==> src/rtl/i2c_seq_pkg.sv <==
// Purpose: shared types and command-word layout for the I2C command sequencer.
// Latency: n/a (types, constants and a packing helper only).
// Backpressure: n/a.
package i2c_seq_pkg;

    localparam int ADDR_W = 7;
    localparam int DATA_W = 8;
    localparam int CMD_W  = ADDR_W + 1 + DATA_W;

    // Command word layout, MSB to LSB: {addr, rw, wdata}
    localparam int WDATA_LSB = 0;
    localparam int RW_BIT    = DATA_W;
    localparam int ADDR_LSB  = DATA_W + 1;

    typedef enum logic [1:0] {
        ST_IDLE   = 2'd0,
        ST_LAUNCH = 2'd1,
        ST_BUSY   = 2'd2,
        ST_RESP   = 2'd3
    } seq_state_t;

    function automatic logic [CMD_W-1:0] pack_cmd(
        input logic [ADDR_W-1:0] addr,
        input logic              rw,
        input logic [DATA_W-1:0] wdata
    );
        return {addr, rw, wdata};
    endfunction

endpackage

==> src/rtl/i2c_cmd_fifo.sv <==
// Purpose: synchronous command FIFO with full/empty/level, extra pointer bit for wrap.
// Latency: a word pushed at edge N is visible on pop_dat (empty=0) right after edge N.
// Backpressure: push ignored while full (full is registered-state only, no same-cycle bypass).
module i2c_cmd_fifo #(
    parameter int DEPTH = 4,
    parameter int CMD_W = 16
) (
    input  logic                   clk,
    input  logic                   areset,
    input  logic                   push,
    input  logic [CMD_W-1:0]       push_dat,
    input  logic                   pop,
    output logic [CMD_W-1:0]       pop_dat,
    output logic                   full,
    output logic                   empty,
    output logic [$clog2(DEPTH):0] level
);

    localparam int AW = $clog2(DEPTH);

    logic [AW:0]      wr_ptr;
    logic [AW:0]      rd_ptr;
    logic [CMD_W-1:0] mem [DEPTH];
    logic             do_push;
    logic             do_pop;

    if (DEPTH < 2 || (DEPTH & (DEPTH - 1)) != 0) begin : g_bad_depth
        $error("i2c_cmd_fifo: DEPTH must be a power of 2 and >= 2");
    end

    assign full    = (wr_ptr[AW] != rd_ptr[AW]) && (wr_ptr[AW-1:0] == rd_ptr[AW-1:0]);
    assign empty   = (wr_ptr == rd_ptr);
    assign level   = wr_ptr - rd_ptr;
    assign do_push = push && !full;
    assign do_pop  = pop && !empty;
    assign pop_dat = mem[rd_ptr[AW-1:0]];

    // Pointer update; wraps naturally through the extra MSB.
    always_ff @(posedge clk) begin
        if (!areset) begin
            wr_ptr <= '0;
            rd_ptr <= '0;
        end else begin
            if (do_push) wr_ptr <= wr_ptr + 1'b1;
            if (do_pop)  rd_ptr <= rd_ptr + 1'b1;
        end
    end

    // Storage write; contents need no reset since pointers gate visibility.
    always_ff @(posedge clk) begin
        if (do_push) mem[wr_ptr[AW-1:0]] <= push_dat;
    end

endmodule

==> src/rtl/i2c_cmd_sequencer.sv <==
// Purpose: queue I2C commands and run them one at a time on the master, one in-order response each.
// Latency: command pushed at edge N can raise m_enable after edge N+1; response after master busy falls.
// Backpressure: cmd_ready = !full; rsp held until rsp_ready, no launch while a response is pending.
// Optional: define I2C_SEQ_TIMEOUT_EN to abort a transaction after TIMEOUT_CYCLES with rsp_err=1.
module i2c_cmd_sequencer
    import i2c_seq_pkg::*;
#(
    parameter int DEPTH          = 4,
    parameter int TIMEOUT_CYCLES = 4096
) (
    input  logic                   clk,
    input  logic                   areset,
    input  logic                   cmd_valid,
    output logic                   cmd_ready,
    input  logic [ADDR_W-1:0]      cmd_addr,
    input  logic                   cmd_rw,
    input  logic [DATA_W-1:0]      cmd_wdata,
    output logic                   rsp_valid,
    input  logic                   rsp_ready,
    output logic [ADDR_W-1:0]      rsp_addr,
    output logic                   rsp_rw,
    output logic [DATA_W-1:0]      rsp_rdata,
    output logic                   rsp_err,
    output logic [ADDR_W-1:0]      m_addr,
    output logic [DATA_W-1:0]      m_data_in,
    output logic                   m_rw,
    output logic                   m_enable,
    input  logic [DATA_W-1:0]      m_data_out,
    input  logic                   m_busy,
    output logic [$clog2(DEPTH):0] fifo_level,
    output logic                   seq_busy
);

    seq_state_t       state;
    logic [CMD_W-1:0] push_dat;
    logic [CMD_W-1:0] pop_dat;
    logic             fifo_full;
    logic             fifo_empty;
    logic             fifo_pop;

    if (TIMEOUT_CYCLES < 2) begin : g_bad_timeout
        $error("i2c_cmd_sequencer: TIMEOUT_CYCLES must be >= 2");
    end

    assign push_dat  = pack_cmd(cmd_addr, cmd_rw, cmd_wdata);
    assign cmd_ready = !fifo_full;
    assign fifo_pop  = (state == ST_IDLE) && !fifo_empty && !m_busy;
    assign seq_busy  = (state != ST_IDLE);

    i2c_cmd_fifo #(
        .DEPTH (DEPTH),
        .CMD_W (CMD_W)
    ) u_fifo (
        .clk      (clk),
        .areset   (areset),
        .push     (cmd_valid),
        .push_dat (push_dat),
        .pop      (fifo_pop),
        .pop_dat  (pop_dat),
        .full     (fifo_full),
        .empty    (fifo_empty),
        .level    (fifo_level)
    );

`ifdef I2C_SEQ_TIMEOUT_EN
    localparam int TMO_W = $clog2(TIMEOUT_CYCLES);
    logic [TMO_W-1:0] tmo_cnt;
    logic             tmo_hit;
    // tmo_cnt holds (cycles spent in LAUNCH+BUSY) - 1; hit marks the last allowed cycle.
    assign tmo_hit = (tmo_cnt == TMO_W'(TIMEOUT_CYCLES - 1));
`endif

    // Transaction FSM; m_* hold the active command and retain it after completion.
    always_ff @(posedge clk) begin
        if (!areset) begin
            state     <= ST_IDLE;
            m_addr    <= '0;
            m_data_in <= '0;
            m_rw      <= 1'b0;
            m_enable  <= 1'b0;
            rsp_valid <= 1'b0;
            rsp_addr  <= '0;
            rsp_rw    <= 1'b0;
            rsp_rdata <= '0;
            rsp_err   <= 1'b0;
`ifdef I2C_SEQ_TIMEOUT_EN
            tmo_cnt   <= '0;
`endif
        end else begin
            case (state)
                ST_IDLE: begin
                    if (fifo_pop) begin
                        m_addr    <= pop_dat[ADDR_LSB +: ADDR_W];
                        m_rw      <= pop_dat[RW_BIT];
                        m_data_in <= pop_dat[WDATA_LSB +: DATA_W];
                        m_enable  <= 1'b1;
                        state     <= ST_LAUNCH;
`ifdef I2C_SEQ_TIMEOUT_EN
                        tmo_cnt   <= '0;
`endif
                    end
                end
                ST_LAUNCH: begin
`ifdef I2C_SEQ_TIMEOUT_EN
                    tmo_cnt <= tmo_cnt + TMO_W'(1);
                    if (tmo_hit) begin
                        m_enable  <= 1'b0;
                        rsp_valid <= 1'b1;
                        rsp_addr  <= m_addr;
                        rsp_rw    <= m_rw;
                        rsp_rdata <= '0;
                        rsp_err   <= 1'b1;
                        state     <= ST_RESP;
                    end else
`endif
                    if (m_busy) begin
                        m_enable <= 1'b0;
                        state    <= ST_BUSY;
                    end
                end
                ST_BUSY: begin
`ifdef I2C_SEQ_TIMEOUT_EN
                    tmo_cnt <= tmo_cnt + TMO_W'(1);
                    if (tmo_hit) begin
                        rsp_valid <= 1'b1;
                        rsp_addr  <= m_addr;
                        rsp_rw    <= m_rw;
                        rsp_rdata <= '0;
                        rsp_err   <= 1'b1;
                        state     <= ST_RESP;
                    end else
`endif
                    if (!m_busy) begin
                        rsp_valid <= 1'b1;
                        rsp_addr  <= m_addr;
                        rsp_rw    <= m_rw;
                        rsp_rdata <= m_rw ? m_data_out : '0;
                        rsp_err   <= 1'b0;
                        state     <= ST_RESP;
                    end
                end
                ST_RESP: begin
                    if (rsp_ready) begin
                        rsp_valid <= 1'b0;
                        state     <= ST_IDLE;
                    end
                end
                default: state <= ST_IDLE;
            endcase
        end
    end

endmodule

==> config.mk <==
export PLATFORM = sky130hd
export DESIGN_NAME = i2c_cmd_sequencer
export DESIGN_NICKNAME = d
export VERILOG_FILES = /design/src/rtl/i2c_seq_pkg.sv /design/src/rtl/i2c_cmd_fifo.sv /design/src/rtl/i2c_cmd_sequencer.sv
export SDC_FILE = /design/constraint.sdc
export NUM_CORES = 1
export LEC_CHECK = 0
export ABC_AREA = 1
export CAP_MARGIN = 5
export CELL_PAD_IN_SITES_DETAIL_PLACEMENT = 1
export CELL_PAD_IN_SITES_GLOBAL_PLACEMENT = 1
export CORE_ASPECT_RATIO = 1.5
export CORE_MARGIN = 2
export CORE_UTILIZATION = 45
export CTS_CLUSTER_SIZE = 30
export DETAILED_ROUTE_END_ITERATION = 10
export PLACE_DENSITY = 0.9
export SLEW_MARGIN = 15
export SYNTH_ARGS = -nofsm -noshare
export SYNTH_HDL_FRONTEND = slang
export SYNTH_SLANG_ARGS = --single-unit
==> constraint.sdc <==
create_clock -name clk -period 6.7 [get_ports clk]
set_input_delay 2.01 -clock clk [delete_from_list [all_inputs] [get_ports clk]]
set_output_delay 2.01 -clock clk [all_outputs]
set_load 0.005 [all_outputs]
### Yosys cells after proc, flatten, opt, wreduce, memory -nomap -nowiden

Memories as Yosys holds them, arrays and structs flattened. A register that Yosys moved wholly into a read port is not among the register bits.
Cells that the tools add are included.

| storage, ports and cells | value |
|---|---|
| register bits | 26 |
| bits in latches | 0 |
| RAM bits | 64 |
| memory bits (read-only) | 0 |
| input port bits | 29 |
| output and inout bits | 40 |
| memories | 1 |

| operators by class | value |
|---|---|
| add/sub/neg operators | 3 |
| $mul | 0 |
| divide/modulo/power cells | 0 |
| $lt $le $gt $ge | 0 |
| equal/unequal tests | 10 |
| shifts and indexed selects | 0 |
| muxes and demuxes | 14 |
| bitwise operators | 1 |
| reduce and logical (&&, ||, !) cells | 18 |

Memories:

| memory | words | width | rd ports | clocked after Yosys merged registers in | write ports | RTL line | source |
|---|---|---|---|---|---|---|---|
| u_fifo.mem | 4 | 16 | 1 | 1 | 1 | i2c_cmd_fifo.sv:23 | `logic [CMD_W-1:0] mem [DEPTH];` |

Operators with widths:

| kind | number |
|---|---|
| two-way mux 2 bit | 4 |
| two-way mux 8 bit | 1 |
| one-hot mux 2 bit (4 select lines) | 1 |
| adder 3 x 1 -> 3 bit, second input constant | 2 |
| two-way mux 1 bit | 6 |
| != test 2 bit, second input constant | 3 |
| AND reduction 3 bit | 2 |
| nonzero test 2 bit | 3 |
| logical AND 1 bit | 5 |
| equality test 2 bit, second input constant | 2 |
| zero test 1 bit | 4 |
| one-hot mux 1 bit (2 select lines) | 2 |
| AND reduction 2 bit | 2 |
| AND reduction 4 bit | 1 |
| equality test 3 bit | 1 |
| subtractor 3 bit | 1 |
| equality test 2 x 1 -> 1 bit, second input constant | 1 |
| equality test 2 bit | 1 |
| zero test 2 bit | 1 |
| != test 2 x 1 -> 1 bit, second input constant | 1 |
| != test 1 bit | 1 |
| NOT 1 bit | 1 |

### Logic depth before layout (Yosys ltp)

Gate-level depths: netlist of run 1.

| depth | value |
|---|---|
| depth after elaboration | 6 |
| depth in mapped cells | 12 |
| mapped depth without buffers | 11 |

### Cells and area by module

From an unflattened synthesis of run 1, not the netlist that was laid out.

| unflattened totals | value |
|---|---|
| cell total of the unflattened synthesis | 414 |
| area, all modules | 4366.7 µm² |

Modules (own cells, without submodules):

| module | instances | cells an instance | area each (µm²) | seq. area each (µm²) |
|---|---|---|---|---|
| i2c_cmd_fifo | 1 | 228 | 2881.5 | 2082.0 |
| i2c_cmd_sequencer | 1 | 186 | 1485.2 | 720.7 |

### Worst setup path before layout of run 1

No wires, ideal clock.

| timing path | value |
|---|---|
| path type | flip-flop to output port |
| start point | register u_fifo.rd_ptr[1] |
| end point | output port cmd_ready |
| data arrival time | 1.247 ns |
| slack | 3.443 ns |
| stages on the path, launching flop included | 7 |
| buffers on the path | 1 |
| cell sequence | dfxtp_1 inv_1 buf_4 ha_1 nand2_1 inv_1 nand2_2 |

| on the way | value |
|---|---|
| cells in the longest elaborated chain, start to end | 3 |

RTL lines:

| item | RTL line | source |
|---|---|---|
| start, declared | i2c_cmd_fifo.sv:22 | `logic [AW:0] rd_ptr;` |
| start signal, assigned | i2c_cmd_fifo.sv:45 | `if (do_pop) rd_ptr <= rd_ptr + 1'b1;` |
| equality test 2 bit | i2c_cmd_fifo.sv:31 | `assign full = (wr_ptr[AW] != rd_ptr[AW]) && (wr_ptr[AW-1:0] == rd_ptr[AW-1:0]);` |
| logical AND 1 bit | i2c_cmd_fifo.sv:31 |  |
| zero test 1 bit | i2c_cmd_sequencer.sv:46 | `assign cmd_ready = !fifo_full;` |
| end, declared | i2c_cmd_sequencer.sv:14 | `output logic cmd_ready,` |

No other way between the ends.

### Worst setup path after layout of run 1

Ends and elaborated chain as after synthesis.

==> results of run 1 <==
-- layer usage --
layer | up-vias | GRT usage [%] | wire length [um]
met5 | - | 0 | 0
met4 | 0 | 12.5 | 384
met3 | 28 | 3.97 | 333
met2 | 76 | 39.5 | 5460
met1 | 1459 | 20.1 | 3850
li1 | 1466 | - | -
-- sequential cells by signal, indices dropped and copies added, names as in the netlist --
signal	flops
m_data_in	8
rsp_rdata	8
m_rw	1
u_fifo.mem	64
rsp_valid	1
rsp_addr	7
m_addr	7
u_fifo.wr_ptr	3
state	2
rsp_rw	1
m_enable	1
u_fifo.rd_ptr	3
-- power breakdown --
| group | internal (mW) | switching [mW] |
|---|---|---|
| sequential | 0.769 | 0.0544 |
| combinational | 0.244 | 0.343 |
| clock | 0.292 | 0.234 |
-- metrics by stage --
step / instance area (sq um) / instances / hold WS (ns)
CTS: 5260 / 569 / 0.468
floorplan: 4220 / 387 / 0.460
detailed placement: 4960 / 553 / 0.458
finish: 5260 / 569 / 0.465
global route: 5260 / 569 / 0.500
global placement: 4960 / 553 / 0.452
-- worst max path at each step --
stage / start / to / slack [ns] / cells after the start
final: u_fifo.rd_ptr[1] / cmd_ready / 1.83 / 6
after global routing: u_fifo.rd_ptr[1] / cmd_ready / 1.64 / 6
after CTS: u_fifo.rd_ptr[1] / cmd_ready / 1.79 / 6
after detailed placement: u_fifo.rd_ptr[1] / cmd_ready / 2.21 / 6
after global placement: u_fifo.rd_ptr[1] / cmd_ready / 2.34 / 6
after floorplan: u_fifo.rd_ptr[1] / cmd_ready / 3.44 / 6
-- worst reg2reg max path: stages (launching register included) --
cell	delay, ns
dfxtp_1	0.79
inv_1	0.51
ha_1	0.42
nand2_1	0.08
inv_1	0.09
nand2_2	0.11
nand2_4	0.10
nor2_4	0.46
o21ai_0	0.21
nor2_1	0.16
-- area by class of cell --
type                       instances  share of cell area (%)
multi-input combinational        239                    24.0
timing repair buffer              71                    13.3
inverter                          25                    1.78
sequential                       106                    52.5
tap                              112                    2.67
clock inverter                     7                    1.43
clock buffer                       9                    4.28
-- cells by family after synthesis --
family          count (synthesis)  share of synthesized area, %
other cells                     1                        0.0889
compound gates                112                          13.8
simple gates                  113                          12.0
xor+xnor                        1                         0.208
buf+inv                        42                          4.63
flops                         106                          65.5
fa+ha+maj                      12                          3.74
-- placed cells by master (no fill, tap or decap) --
cell	instances
dfxtp_1	42
a21boi_0	1
o21ai_0	54
clkbuf_16	9
clkdlybuf4s50_1	67
buf_4	4
nor2_1	72
nand3_4	1
clkinv_2	1
nand4_1	2
nor3b_2	1
a21oi_1	32
clkinv_4	1
inv_6	1
nor2_8	1
fa_1	1
nand3_2	1
bufinv_16	1
ha_1	11
nor3_1	2
clkinvlp_4	1
nand2_4	2
clkinv_1	2
nand2_1	27
inv_2	5
inv_8	1
nor2_4	1
conb_1	1
xor2_1	1
inv_1	19
nand2_2	3
o21ai_1	9
edfxtp_1	64
o22ai_1	16
==> key figures, run 1 <==
Run status
  – Outcome: finished clean

Route
  – First-pass iteration count of the detailed router: 4
  – Post-route ant nets: 0
  – Vias per Instance: 5.32
  – DR WL/cell: 17.6 um
  – First DRT Iteration DRCs: 120
  – Final WL: 10000 um
  – Drt drc: 0
  – DR vias: 3029

Logic synthesis
  – Top_reg_cell synth: edfxtp_1
  – Post-synth top area cell: edfxtp_1
  – Top cells by count, synth: 72 x nor2_1, 64 x edfxtp_1, 54 x o21ai_0
  – Number of synthesized register bits: 106
  – Sequential share of the synthesized area: 65.5%
  – Synth area leaders: edfxtp_1 46%, dfxtp_1 20%, nor2_1 6.4%, o21ai_0 6.4%, a21oi_1 3.8%
  – Synthesized Nets: 428
  – Count leader, synth: nor2_1
  – Number of synthesized flops with an enable pin: 64
  – Yosys warning total: 0
  – Netlist cell types: 30
  – Syn_area_per_cell: 10.9 sq um
  – Mapped Area: 4220 sq um
  – Fraction of registers with async set/reset: 0%
  – Post-synthesis cell count: 387
  – Yosys top cell area share: 45.6%

Cells and area
  – Storage cell area: 2760 sq um
  – Share of cells above drive strength 1: 7.44%
  – Fill count: 977
  – Final Net Count: 493
  – Multi-input logic area: 1260 sq um
  – Area Overhead vs Synth: 24.7%
  – Fin util: 57.1%
  – Antenna cells: 0

Clock network
  – TritonCTS clock tree: built
  – Post-CTS setup buffer count: 0
  – CTS clk-pin slew, worst paths: 0.07 ns
  – H-tree depth: 3
  – Cts hold-fix bufs: 0
  – CTS resizes: 0
  – Root Buffer: clkbuf_16
  – Clock buffer depth: 2
  – Clk_lat worst skew: 0.35 ns
  – CTS Buf Count: 9
  – Clk sinks: 106

Setup path
  – Critical path's most frequent cell: inv_1
  – Worst Reg2Reg Path Length in Cells: 9
  – CP required: 4.69 ns
  – Sequence of cells on the critical path: inv_1, ha_1, nand2_1, inv_1, nand2_2, clkdlybuf4s50_1
  – Critical path's top delay family: buffers and inverters
  – Reg-to-reg setup timing slack: 3.72 ns
  – CP startpoint kind: flop
  – CP peak stage delay: 0.79 ns
  – Kind of critical path: reg -> out
  – Worst R2R End: u_fifo.wr_ptr[2]
  – WP buf/inv: 3
  – CP max FO: 19
  – CP endpoint kind: output port
  – CP Data Arrival Time: 2.86 ns
  – Slowest CP cell: dfxtp_1
  – Reg-to-Reg Start: u_fifo.rd_ptr[1]

STA
  – Clock Skew: 0.00643 ns
  – RSZ-0062 raised after global routing: false
  – Max-Slew Margin vs Limit: 31.3%
  – Fmax: 205 MHz
  – Final worst-path cycle share: 72.7%
  – Final hold violations: 0
  – Tightest Pin Transition: 1.03 ns
  – Tmin final: 4.87 ns
  – Fin worst setup slack: 1.83 ns
  – Endpoints failing setup: 0
  – Final Max Slew Viols: 0
  – Setup TNS: 0 ns

Floorplan
  – Die width: 83.0 um
  – Die Area: 10200 sq um
  – Initial core utilization: 45.8%
  – # IOs: 69
  – DIE HEIGHT: 123 um
  – Row count: 43
  – Core area: 9200 sq um

Placement
  – Hpwl dp: 6850 um
  – # port buffers: 67
  – Worst slack, placed: 2.21 ns
  – GPL Wtd Cong: 0.794

Pwr
  – Total chip power: 1.94 mW
  – Pwr/cell area: 368 nW/um^2
  – Worst vdd ir: 182 uV
  – Pleak: 1.90 nW

Global route
  – Via count of the first global-routing pass: 3313
  – Total global routing overflow: 0
  – GRT Total Usage: 20.6%
  – Largest net degree at the start of global routing: 36
  – Initial antenna violation count: 0
  – First-pass GRT wire length: 16100 um

Run
  – Max cap viols: 0

Min path
  – Hold Path Depth: 2
  – Hold Crit Endpoint: rsp_rdata[5]
  – Hold Crit Class: reg -> reg
  – Launch point of the worst hold path: rsp_rdata[5]
Note: power is estimated with default switching activity, not from simulation.
==> run 2, diff against run 1 <==
Settings changed: CORE_UTILIZATION 45 to 41, PLACE_DENSITY 0.9 to 0.83.
Clock period 6.7 ns to 4.6 ns, I/O delays scaled along.
==> run 2 against run 1 <==
Effect of this change: setup slack worse by 0.89 ns; worst hold slack better by 0.0053 ns; final cell count is 1.2% higher; sequential power grew 43%; clock-buffer cell count unchanged; critical path type unchanged; non-clock buffer count up 2; flip-flop and latch count did not move; global-route usage shrank 2.2 points.
==> key figures, run 2 (synthesis results as in run 1) <==
Route
  – Vias per Instance: 5.21 (was 5.32)
  – Final WL: 9510 um (was 10000 um)
  – DR vias: 3002 (was 3029)
  – Drt drc: 0 (unchanged)
  – First-pass iteration count of the detailed router: 4 (unchanged)
  – First DRT Iteration DRCs: 151 (was 120)
  – DR WL/cell: 16.5 um (was 17.6 um)
  – Post-route ant nets: 0 (unchanged)

Cells and area
  – Leading cell type in the layout, fill and taps excluded: nor2_1 (unchanged)
  – Antenna cells: 0 (unchanged)
  – Area Overhead vs Synth: 25.7% (was 24.7%)
  – Max reg flops: 64 (unchanged)
  – Fill count: 1091 (was 977)
  – Most frequent cells in the layout: 72 x nor2_1, 67 x clkdlybuf4s50_1, 64 x edfxtp_1 (unchanged)
  – Final Net Count: 495 (was 493)
  – Design area: 5300 sq um (was 5260 sq um)
  – Share of cells above drive strength 1: 7.84% (was 7.44%)
  – Final Instance Count excl. Fillers: 576 (was 569)

Floorplan
  – Die Area: 11100 sq um (was 10200 sq um)
  – # IOs: 69 (unchanged)
  – Row count: 45 (was 43)
  – Core area: 10100 sq um (was 9200 sq um)
  – DIE HEIGHT: 128 um (was 123 um)
  – Initial core utilization: 41.8% (was 45.8%)
  – Die width: 86.8 um (was 83.0 um)

Pwr
  – Worst vdd ir: 229 uV (was 182 uV)
  – Comb pwr share: 29.5% (was 30.3%)
  – Psw: 892 uW (was 631 uW)
  – Internal Pwr Total: 1.96 mW (was 1.31 mW)
  – Clock Power Share: 29.0% (was 27.2%)
  – Pleak: 1.92 nW (was 1.90 nW)
  – Switching share of power: 31.3% (was 32.6%)
  – Seq pwr share: 41.5% (was 42.6%)
  – Pwr/cell area: 538 nW/um^2 (was 368 nW/um^2)

Global route
  – Total global routing overflow: 0 (unchanged)
  – Initial antenna violation count: 0 (unchanged)
  – Top Usage Layer GRT: met2 (unchanged)
  – Via count of the first global-routing pass: 3190 (was 3313)
  – First-pass GRT wire length: 15700 um (was 16100 um)
  – GR Util met2: 32.6% (was 39.5%)
  – Met1 Use GR: 21.2% (was 20.1%)
  – Met3 Use GR: 2.83% (was 3.97%)
  – Largest net degree at the start of global routing: 35 (was 36)
  – GRT Total Usage: 18.3% (was 20.6%)

Clock network
  – Clk_lat worst skew: 0.34 ns (was 0.35 ns)
  – Cts hold-fix bufs: 0 (unchanged)
  – Root Buffer: clkbuf_16 (unchanged)
  – CTS Buf Count: 9 (unchanged)
  – CTS clk-pin slew, worst paths: 0.07 ns (about the same)
  – H-tree depth: 3 (unchanged)
  – Post-CTS setup buffer count: 0 (unchanged)
  – CTS resizes: 0 (unchanged)
  – Clock buffer depth: 2 (unchanged)
  – Clk sinks: 106 (unchanged)
  – TritonCTS clock tree: built (unchanged)

Min path
  – Launch point of the worst hold path: rsp_rdata[4] (was rsp_rdata[5])
  – Hold Crit Class: reg -> reg (unchanged)
  – Hold Path Depth: 2 (unchanged)
  – Hold Crit Endpoint: rsp_rdata[4] (was rsp_rdata[5])

STA
  – Setup TNS: 0 ns (unchanged)
  – Final worst-path cycle share: 79.6%
  – Tightest Pin Transition: 0.577 ns (was 1.03 ns)
  – Tmin final: 3.66 ns
  – Hold slack: 0.470 ns (was 0.465 ns)
  – Endpoints failing setup: 0 (unchanged)
  – Clock Skew: 0.00646 ns (was 0.00643 ns)
  – RSZ-0062 raised after global routing: false (unchanged)
  – Final Max Slew Viols: 0 (unchanged)
  – Max-Slew Margin vs Limit: 61.4% (was 31.3%)
  – Final hold violations: 0 (unchanged)
  – Fmax: 273 MHz

Setup path
  – Worst Reg2Reg Path Length in Cells: 8 (was 9)
  – Worst R2R End: u_fifo.mem[3][6] (was u_fifo.wr_ptr[2])
  – Sequence of cells on the critical path: buf_4, inv_1, ha_1, nand2_1, inv_1, nand2_2, clkdlybuf4s50_1 (was inv_1, ha_1, nand2_1, inv_1, nand2_2, clkdlybuf4s50_1)
  – CP max FO: 19 (unchanged)
  – Reg-to-Reg Start: u_fifo.rd_ptr[1] (unchanged)
  – CP startpoint kind: flop (unchanged)
  – CP endpoint kind: output port (unchanged)
  – Critical path's most frequent cell: inv_1 (unchanged)
  – CP Data Arrival Time: 2.28 ns (was 2.86 ns)
  – CP required: 3.22 ns (was 4.69 ns)
  – CP peak stage delay: 0.51 ns (was 0.79 ns)
  – Kind of critical path: reg -> out (unchanged)
  – Crit path launch: u_fifo.rd_ptr[1] (unchanged)
  – Reg-to-reg setup timing slack: 2.23 ns (was 3.72 ns)
  – Slowest CP cell: clkdlybuf4s50_1 (was dfxtp_1)

Placement
  – Placed cells: 560 (was 553)
  – Hpwl dp: 6330 um (was 6850 um)
  – GPL Wtd Cong: 0.808 (was 0.794)
  – # port buffers: 67 (unchanged)
  – Area after DPL: 4980 sq um (was 4960 sq um)

Run status
  – Outcome: finished clean (unchanged)

Run
  – Max cap viols: 0 (unchanged)
-- run 2: worst max path at each step --
stage	endpoint	slack (ns)	cells past startpoint
detailed placement	cmd_ready	1.23	7
floorplan	cmd_ready	1.97	6
global placement	cmd_ready	1.27	7
CTS	cmd_ready	0.88	7
global route	cmd_ready	0.76	7
finish	cmd_ready	0.94	7
-- run 2: final cells by class --
cell class,count,area (sq um),share of cell area (%)
Sequential cell,106,2760,52.1
Multi-Input combinational cell,239,1260,23.8
Timing Repair Buffer,73,716,13.5
Clock buffer,9,225,4.25
Tap cell,117,146,2.76
Clock inverter,7,100,1.89
Inverter,25,93.8,1.77
-- run 2: worst max-delay path, delay by kind of cell (launching register included) --
kind / cells / cell delay (ns)
adder cells (fa/ha/maj): 1 / 0.31
buffers and inverters: 4 / 1.16
flip-flops: 1 / 0.30
AND/OR/NAND/NOR: 2 / 0.17
-- run 2: power groups by stage --
stage | clock (mW) | combinational (mW) | sequential, mW
floorplan | 0 | 0.517 | 1.20
global placement | 0 | 0.817 | 1.20
detailed placement | 0 | 0.847 | 1.20
CTS | 0.845 | 0.857 | 1.18
global route | 0.878 | 0.952 | 1.20
finish | 0.828 | 0.841 | 1.18
-- run 2: metal layers --
layer | routed length (um) | vias to the layer above
met1 | 4000 | 1451
met2 | 5070 | 68
li1 | - | 1470
met3 | 292 | 13
met5 | 0 | -
met4 | 153 | 0
-- run 2: per-stage QoR --
step / worst slack [ns] / util, % / power [mW]
after floorplan: 1.97 / - / 1.72
after global placement: 1.27 / 49.4 / 2.01
after detailed placement: 1.23 / 49.4 / 2.05
after CTS: 0.879 / 52.6 / 2.89
after global routing: 0.763 / 52.6 / 3.03
final: 0.937 / 52.6 / 2.85
==> run 3, diff against run 2 <==
Clock period 4.6 ns to 3.45 ns, I/O delays scaled along.
==> run 3 against run 2 <==
Effect of this change: die area unchanged; final cell count grew 0.35%; worst hold slack worse by 0.0033 ns; sequential power rose by 35%; setup slack lost 0.64 ns; final area is 0.21% lower; critical endpoint is now fifo_level[2]; largest power group unchanged.
==> key figures, run 3 (synthesis results as in run 1) <==
Floorplan
  – Row count: 45 (unchanged)
  – Initial core utilization: 41.8% (unchanged)
  – # IOs: 69 (unchanged)
  – Die width: 86.8 um (unchanged)
  – Die Area: 11100 sq um (unchanged)
  – DIE HEIGHT: 128 um (unchanged)
  – Core area: 10100 sq um (unchanged)

Setup path
  – Sequence of cells on the critical path: inv_1, ha_1, fa_1, xor2_1, clkdlybuf4s50_1 (was buf_4, inv_1, ha_1, nand2_1, inv_1, nand2_2, clkdlybuf4s50_1)
  – CP max FO: 5 (was 19)
  – CP peak stage delay: 0.51 ns (about the same)
  – CP startpoint kind: flop (unchanged)
  – Slowest CP cell: clkdlybuf4s50_1 (unchanged)
  – CP Data Arrival Time: 2.12 ns (was 2.28 ns)
  – Critical path's top delay family: buffers and inverters (unchanged)
  – Kind of critical path: reg -> out (unchanged)
  – CP required: 2.41 ns (was 3.22 ns)
  – CP endpoint kind: output port (unchanged)
  – WP buf/inv: 2 (was 4)

Cells and area
  – Final Net Count: 498 (was 495)
  – Fill count: 1084 (was 1091)
  – Most frequent cells in the layout: 72 x nor2_1, 67 x clkdlybuf4s50_1, 64 x edfxtp_1 (unchanged)
  – Max reg flops: 64 (unchanged)
  – Area Overhead vs Synth: 25.5% (was 25.7%)
  – Leading cell type in the layout, fill and taps excluded: nor2_1 (unchanged)
  – Antenna cells: 0 (unchanged)
  – Share of cells above drive strength 1: 8.24% (was 7.84%)

Pwr
  – Pwr/cell area: 708 nW/um^2 (was 538 nW/um^2)
  – Pleak: 1.92 nW (about the same)
  – Worst vdd ir: 341 uV (was 229 uV)

Route
  – Drt drc: 0 (unchanged)
  – Final WL: 9840 um (was 9510 um)
  – DR vias: 3065 (was 3002)
  – Vias per Instance: 5.30 (was 5.21)
  – Post-route ant nets: 0 (unchanged)
  – DR WL/cell: 17.0 um (was 16.5 um)
  – First-pass iteration count of the detailed router: 4 (unchanged)
  – First DRT Iteration DRCs: 96 (was 151)

Placement
  – Hpwl dp: 6810 um (was 6330 um)
  – GPL Wtd Cong: 0.787 (was 0.808)
  – # port buffers: 67 (unchanged)

STA
  – Endpoints failing setup: 0 (unchanged)
  – Hold slack: 0.467 ns (was 0.470 ns)
  – Tightest Pin Transition: 0.567 ns (was 0.577 ns)
  – Final worst-path cycle share: 91.4%
  – Final Max Slew Viols: 0 (unchanged)
  – Final hold violations: 0 (unchanged)
  – Fmax: 317 MHz
  – Setup TNS: 0 ns (unchanged)
  – Max-Slew Margin vs Limit: 62.1% (was 61.4%)
  – Tmin final: 3.15 ns
  – Clock Skew: 0.00600 ns (was 0.00646 ns)
  – RSZ-0062 raised after global routing: false (unchanged)

Global route
  – Total global routing overflow: 0 (unchanged)
  – Largest net degree at the start of global routing: 35 (unchanged)
  – Via count of the first global-routing pass: 3140 (was 3190)
  – Initial antenna violation count: 0 (unchanged)
  – GRT Total Usage: 18.7% (was 18.3%)
  – First-pass GRT wire length: 15800 um (was 15700 um)

Clock network
  – H-tree depth: 3 (unchanged)
  – Clk sinks: 106 (unchanged)
  – Clk_lat worst skew: 0.35 ns (was 0.34 ns)
  – Root Buffer: clkbuf_16 (unchanged)
  – Clock buffer depth: 2 (unchanged)
  – TritonCTS clock tree: built (unchanged)
  – Post-CTS setup buffer count: 0 (unchanged)
  – Cts hold-fix bufs: 0 (unchanged)
  – CTS clk-pin slew, worst paths: 0.07 ns (about the same)
  – CTS resizes: 0 (unchanged)
  – CTS Buf Count: 9 (unchanged)

Min path
  – Hold Crit Class: reg -> reg (unchanged)

Run status
  – Outcome: finished clean (unchanged)

Run
  – Max cap viols: 0 (unchanged)
-- run 3: cell count changes in the layout (fill, tap and decap cells not counted) --
cell	before	now
inv_6	2	1
clkinvlp_2	0	1
bufinv_16	2	1
buf_4	6	9
-- run 3: worst reg2reg max path, cell delays in order, from the launching register on --
cell	delay [ns]
dfxtp_1	0.58
inv_1	0.11
ha_1	0.31
nand2_1	0.07
inv_1	0.07
nand2_2	0.10
nand2_4	0.10
nor2_4	0.46
-- run 3: routing by layer --
metal / vias to the layer above / share of wire (%) / global-route usage, %
met1: 1500 / 38 / 20.2
li1: 1478 / - / -
met2: 71 / 56 / 34.6
met5: - / 0 / 0
met4: 0 / 2.2 / 7.81
met3: 16 / 3.6 / 3.61
-- run 3: metrics by stage --
stage / std cells / setup WS, ns / util (%) / power (mW) / area [sq um]
floorplan: 387 / 1.01 / - / 2.29 / 4220
global placement: 563 / 0.730 / 49.6 / 2.70 / 5000
detailed placement: 563 / 0.641 / 49.6 / 2.77 / 5000
CTS: 578 / 0.259 / 52.5 / 3.79 / 5290
global route: 578 / 0.206 / 52.5 / 3.97 / 5290
finish: 578 / 0.297 / 52.5 / 3.75 / 5290
-- run 3: layout make-up --
class	count	area (sq um)	share of cell area [%]
clock buffers	9	225	4.26
clock inverters	6	66.3	1.25
inverters	25	93.8	1.77
multi-input cells	239	1260	23.8
flip-flops and latches	106	2760	52.2
well taps	117	146	2.77
repair buffers	76	738	13.9
-- run 3: power by group --
| part | internal (mW) | switching [mW] | total (mW) |
|---|---|---|---|
| Clock | 0.562 | 0.444 | 1.01 |
| Sequential | 1.49 | 0.0913 | 1.59 |
| Combinational | 0.492 | 0.666 | 1.16 |
| Total | 2.55 | 1.20 | 3.75 |
-- run 3: final timing paths --
check | startpoint | to | slack, ns | depth (start not counted)
setup / recovery | u_fifo.wr_ptr[0] | fifo_level[2] | 0.30 | 5
hold / removal | rsp_rdata[0] | rsp_rdata[0] | 0.47 | 2
setup reg to reg | u_fifo.rd_ptr[1] | u_fifo.mem[3][15] | 1.28 | 7
hold reg to reg | rsp_rdata[0] | rsp_rdata[0] | 0.47 | 2
